$ cat src/rtl/sipo_rx_if.sv
// Handshake bundle for the serial-in/parallel-out receiver.
// parity_err exists only when SIPO_PARITY_EN is defined.
interface sipo_rx_if #(
  parameter int WIDTH = 8
);
  logic             ser_in;
  logic             ser_valid;
  logic             ser_ready;
  logic [WIDTH-1:0] out_data;
  logic             out_valid;
  logic             out_ready;
`ifdef SIPO_PARITY_EN
  logic             parity_err;
`endif

  modport slave (
    input  ser_in, ser_valid, out_ready,
    output ser_ready, out_data, out_valid
`ifdef SIPO_PARITY_EN
    , output parity_err
`endif
  );

  modport master (
    output ser_in, ser_valid, out_ready,
    input  ser_ready, out_data, out_valid
`ifdef SIPO_PARITY_EN
    , input parity_err
`endif
  );
endinterface

$ cat src/rtl/sipo_rx.sv
// Serial-in/parallel-out receiver with a one-word valid/ready output buffer.
// Optional even-parity bit per frame when SIPO_PARITY_EN is defined.
//
// state   | meaning
// COLLECT | accepting serial bits (ser_ready=1)
// STALL   | complete word parked in sr, buffer full (ser_ready=0)
module sipo_rx #(
  parameter int WIDTH     = 8,
  parameter bit MSB_FIRST = 1'b1
) (
  input logic      clk,
  input logic      reset,
  sipo_rx_if.slave bus
);
`ifdef SIPO_PARITY_EN
  localparam int FRAME = WIDTH + 1;
`else
  localparam int FRAME = WIDTH;
`endif
  localparam int CW = $clog2(FRAME + 1);

  localparam logic [0:0] COLLECT = 1'b0;
  localparam logic [0:0] STALL   = 1'b1;

  logic [0:0]       state;
  logic [CW-1:0]    bit_cnt;
  logic [WIDTH-1:0] sr;
  logic [WIDTH-1:0] sr_shift;
  logic [WIDTH-1:0] word;
  logic [WIDTH-1:0] data_q;
  logic             valid_q;
  logic             last_bit;
  logic             buf_free;
  logic             take_bit;

  always_comb begin
    sr_shift = sr;
    if (MSB_FIRST) sr_shift = {sr[WIDTH-2:0], bus.ser_in};
    else           sr_shift = {bus.ser_in, sr[WIDTH-1:1]};
  end

  // With parity the final bit is the parity bit, so the word is already complete in sr.
`ifdef SIPO_PARITY_EN
  assign word = sr;
`else
  assign word = sr_shift;
`endif

  assign last_bit = (bit_cnt == CW'(FRAME - 1));
  assign buf_free = !valid_q || bus.out_ready;
  assign take_bit = (state == COLLECT) && bus.ser_valid;

  always_ff @(posedge clk) begin
    if (reset) begin
      state   <= COLLECT;
      bit_cnt <= '0;
      sr      <= '0;
      data_q  <= '0;
      valid_q <= 1'b0;
    end else begin
      if (valid_q && bus.out_ready) valid_q <= 1'b0;
      case (state)
        COLLECT: begin
          if (bus.ser_valid) begin
            if (last_bit) begin
              bit_cnt <= '0;
              if (buf_free) begin
                data_q  <= word;
                valid_q <= 1'b1;
              end else begin
                sr    <= word;
                state <= STALL;
              end
            end else begin
              sr      <= sr_shift;
              bit_cnt <= bit_cnt + CW'(1);
            end
          end
        end
        STALL: begin
          if (bus.out_ready) begin
            data_q  <= sr;
            valid_q <= 1'b1;
            state   <= COLLECT;
          end
        end
        default: state <= COLLECT;
      endcase
    end
  end

`ifdef SIPO_PARITY_EN
  logic perr_q;
  logic perr_sr;

  always_ff @(posedge clk) begin
    if (reset) begin
      perr_q  <= 1'b0;
      perr_sr <= 1'b0;
    end else if (take_bit && last_bit) begin
      if (buf_free) perr_q  <= ^{sr, bus.ser_in};
      else          perr_sr <= ^{sr, bus.ser_in};
    end else if (state == STALL && bus.out_ready) begin
      perr_q <= perr_sr;
    end
  end

  assign bus.parity_err = perr_q;
`endif

  assign bus.ser_ready = (state == COLLECT);
  assign bus.out_data  = data_q;
  assign bus.out_valid = valid_q;
endmodule
$ cat src/flat_wrapper.sv
// flat-port wrapper written by rule: the top's interface ports become plain ports
module sipo_rx_flat 
#(
  parameter int WIDTH     = 8,
  parameter bit MSB_FIRST = 1'b1
)
  (clk, reset, bus_ser_in, bus_ser_valid, bus_out_ready, bus_ser_ready, bus_out_data, bus_out_valid);
  sipo_rx_if #(.WIDTH(WIDTH)) bus_i ();
  input logic clk;
  input logic reset;
  input wire logic [$bits(bus_i.ser_in)-1:0] bus_ser_in;
  input wire logic [$bits(bus_i.ser_valid)-1:0] bus_ser_valid;
  input wire logic [$bits(bus_i.out_ready)-1:0] bus_out_ready;
  output wire logic [$bits(bus_i.ser_ready)-1:0] bus_ser_ready;
  output wire logic [$bits(bus_i.out_data)-1:0] bus_out_data;
  output wire logic [$bits(bus_i.out_valid)-1:0] bus_out_valid;
  assign bus_i.ser_in = bus_ser_in;
  assign bus_i.ser_valid = bus_ser_valid;
  assign bus_i.out_ready = bus_out_ready;
  assign bus_ser_ready = bus_i.ser_ready;
  assign bus_out_data = bus_i.out_data;
  assign bus_out_valid = bus_i.out_valid;
  sipo_rx #(.WIDTH(WIDTH), .MSB_FIRST(MSB_FIRST)) u_core (.clk(clk), .reset(reset), .bus(bus_i));
endmodule
$ cat config.mk
export PLATFORM = sky130hd
export DESIGN_NAME = sipo_rx_flat
export DESIGN_NICKNAME = d
export VERILOG_FILES = /design/src/rtl/sipo_rx_if.sv /design/src/rtl/sipo_rx.sv /design/src/flat_wrapper.sv
export SDC_FILE = /design/constraint.sdc
export NUM_CORES = 1
export LEC_CHECK = 0
export ABC_AREA = 0
export BUFFER_PORTS_ARGS = -buffer_cell sky130_fd_sc_hd__buf_2
export CORE_ASPECT_RATIO = 1.4
export CORE_MARGIN = 5
export CORE_UTILIZATION = 50
export CTS_CLUSTER_SIZE = 20
export DETAILED_ROUTE_END_ITERATION = 8
export PLACE_DENSITY = 0.7
export SYNTH_ARGS = -nofsm -noshare
export SYNTH_HDL_FRONTEND = slang
export SYNTH_SLANG_ARGS = --single-unit
$ cat constraint.sdc
create_clock -name clk -period 1.79 [get_ports clk]
set_input_delay 0.179 -clock clk [delete_from_list [all_inputs] [get_ports clk]]
set_output_delay 0.179 -clock clk [all_outputs]
set_load 0.01 [all_outputs]
==> results.toml <==
[floorplan]
core_area_mm2 = 0.00200
boundaryPins = 15
die_y_um = 64.5
dieArea_mm2 = 0.00315
rows = 19
initial_core_util_pct = 53.1
fp.dieW_um = 48.9

[grt]
grt_overflow = 0
grt_first_pass_wirelength_mm = 3.10
grt.total_usage_pct = 12.0
grt_pass1_vias = 783
grt_max_degree = 32
antenna_found_initial = 0

[clocking]
clk_latency_ns = 0.30
postCtsResizedCells = 0
clkTransAtPathRegs_ns = 0.12
cts.htree.levels = 1
cts_setup_buffers = 0
clock_path_buffers = 2
ctsHoldBuffers = 0
numCtsBuffers = 3
ctsRootBufferMaster = "clkbuf_4"
cts.sinks = 22
cts_tree = "yes"

[layout]
antennaDiodeCount = 0
fin_util_pct = 58.7
layout_common_cells = "dfxtp_1 (22), mux2i_1 (16), buf_2 (14), nor2_1 (9), nand2b_1 (9)"
syn2layout_area_growth_pct = 10.6
drive_gt1_share_pct = 27.6
mostFrequentLayoutCell = "dfxtp_1"
final_nets = 123

[power]
peakVddDrop_v = 0.000554
p_leak_nw = 0.479
powerDensity_mw_per_mm2 = 702

[critical_path]
path_max_fanout = 8
required_ns = 1.99
worstPathBufferInverterCount = 0
path_cells = "ha_1, and3b_1, a32oi_4, mux2_2"
critPathLaunchType = "register"
reg2reg_setup_slack_ns = 0.15
crit_type = "reg2reg"
worstSetupEndpointType = "register"
crit_arrival_ns = 1.84
crit_family = "compound AO/OA/AOI/OAI gates"
slowest_delay_ns = 0.38
critical_path.slowest_cell = "a32oi_4"

[sta]
worst_pin_slew_ns = 0.448
maxSlewViolCount = 0
finalSetupTns_ns = 0
whs_ns = 0.105
fmax_mhz = 610
setup_viol = 0
fin_skew_ns = 0.00444
slew_headroom_pct = 70.1
final-hold-violation-count = 0
finalCritPeriodShare_pct = 91.6
fin_crit_ns = 1.64
rsz0062_at_grt = "no"

[drt]
met2_length_um = 911
wl_per_cell_um = 12.6
dr.max_layer_used = "met4"
post_drt_via_cell_ratio = 5.36
ant_nets = 0
drt_pre_antenna_iters = 4
drc_errors = 0
vias = 735
wirelength_mm = 1.72
wl_met1_um = 729
wl_met3_um = 64
drt-initial-drc-count = 9

[synthesis]
synth.distinct_cells = 30
ys.warnings.count = 0
synth_area_mm2 = 0.00106
syn_nets = 108
synthTopCellsByArea = "dfxtp_1 (42%), mux2i_1 (15%), mux2_2 (7.4%), nand2b_1 (5.3%), nor2b_1 (4.7%)"
netlist.area_leader.share_pct = 41.6
synth-seq-cells = 22
synth-async-reset-ratio_pct = 0
synth_edf_count = 0
yosysSeqAreaShare_pct = 41.6
ys.flop_type = "dfxtp_1"
synthCells = 102
avgSynthCellArea_um2 = 10.4
synth_top_area_cell = "dfxtp_1"

[status]
status = "finished clean"

[worst_hold_path]
hp-class = "in2reg"

[job]
maxCapViolCount = 0

[placement]
gp_congestion = 0.729
dp_hpwl_mm = 1.32
portBuffers = 14
[Yosys cell counts, types with 2 or more instances]
cell type,number
nand2b_1,9
nor2b_1,8
mux2_2,7
a31oi_1,2
nor2_1,9
a21oi_1,2
dfxtp_1,22
clkbuf_1,3
mux2i_1,16
nand2_1,4
[registers in the layout (all words and copies together) (netlist names)]
register and count:
u_core.bit_cnt 4, u_core.bus.out_data 8, u_core.bus.out_valid 1, u_core.sr 8, u_core.state 1
[through the flow]
step / std cells / total power [mW] / worst slack, ns / instance area, um^2
after floorplan: 102 / 0.553 / 0.176 / 1060
after global placement: 133 / 0.567 / 0.200 / 1140
after detailed placement: 133 / 0.567 / 0.160 / 1140
after CTS: 137 / 0.833 / 0.141 / 1170
after global routing: 137 / 0.862 / 0.0704 / 1170
final: 137 / 0.823 / 0.151 / 1170
[path summary, 6_finish.rpt]
check                         start                     end  cells after the start
setup reg to reg  u_core.bit_cnt[0]  u_core.bus.out_data[4]                      4
hold / removal        bus_out_ready            u_core.state                      2
setup / recovery  u_core.bit_cnt[0]  u_core.bus.out_data[4]                      4
hold reg to reg        u_core.sr[7]            u_core.sr[7]                      2
[power by group]
part | switching [mW] | internal [mW] | total, mW
sequential | 0.00603 | 0.497 | 0.503
clock | 0.144 | 0.124 | 0.268
combinational | 0.0286 | 0.0233 | 0.0519
[routing by layer]
layer  up-vias  track usage, %
li1        377               -
met1       345            13.1
met2        11            22.4
met3         2            2.75
met4         0            4.04
met5         -               0
[cell type report]
type / instances / area, um^2
fill: 182 / 825
multi-input combinational: 73 / 581
sequential: 22 / 440
timing repair buffer: 16 / 85.1
clock buffer: 4 / 36.3
tap: 21 / 26.3
inverter: 1 / 3.75
[cells by family (layout without fill, tap and decap cells)]
kind of cell,count (synthesis),count (layout),share of synthesized area (%)
xor+xnor,2,2,1.65
buf+inv,7,21,3.66
fa+ha+maj,1,1,1.18
simple gates,38,38,20.9
compound gates,8,8,7.44
flops,22,22,41.6
mux,24,24,23.6
No activity file was read; power rests on OpenSTA's default activity.
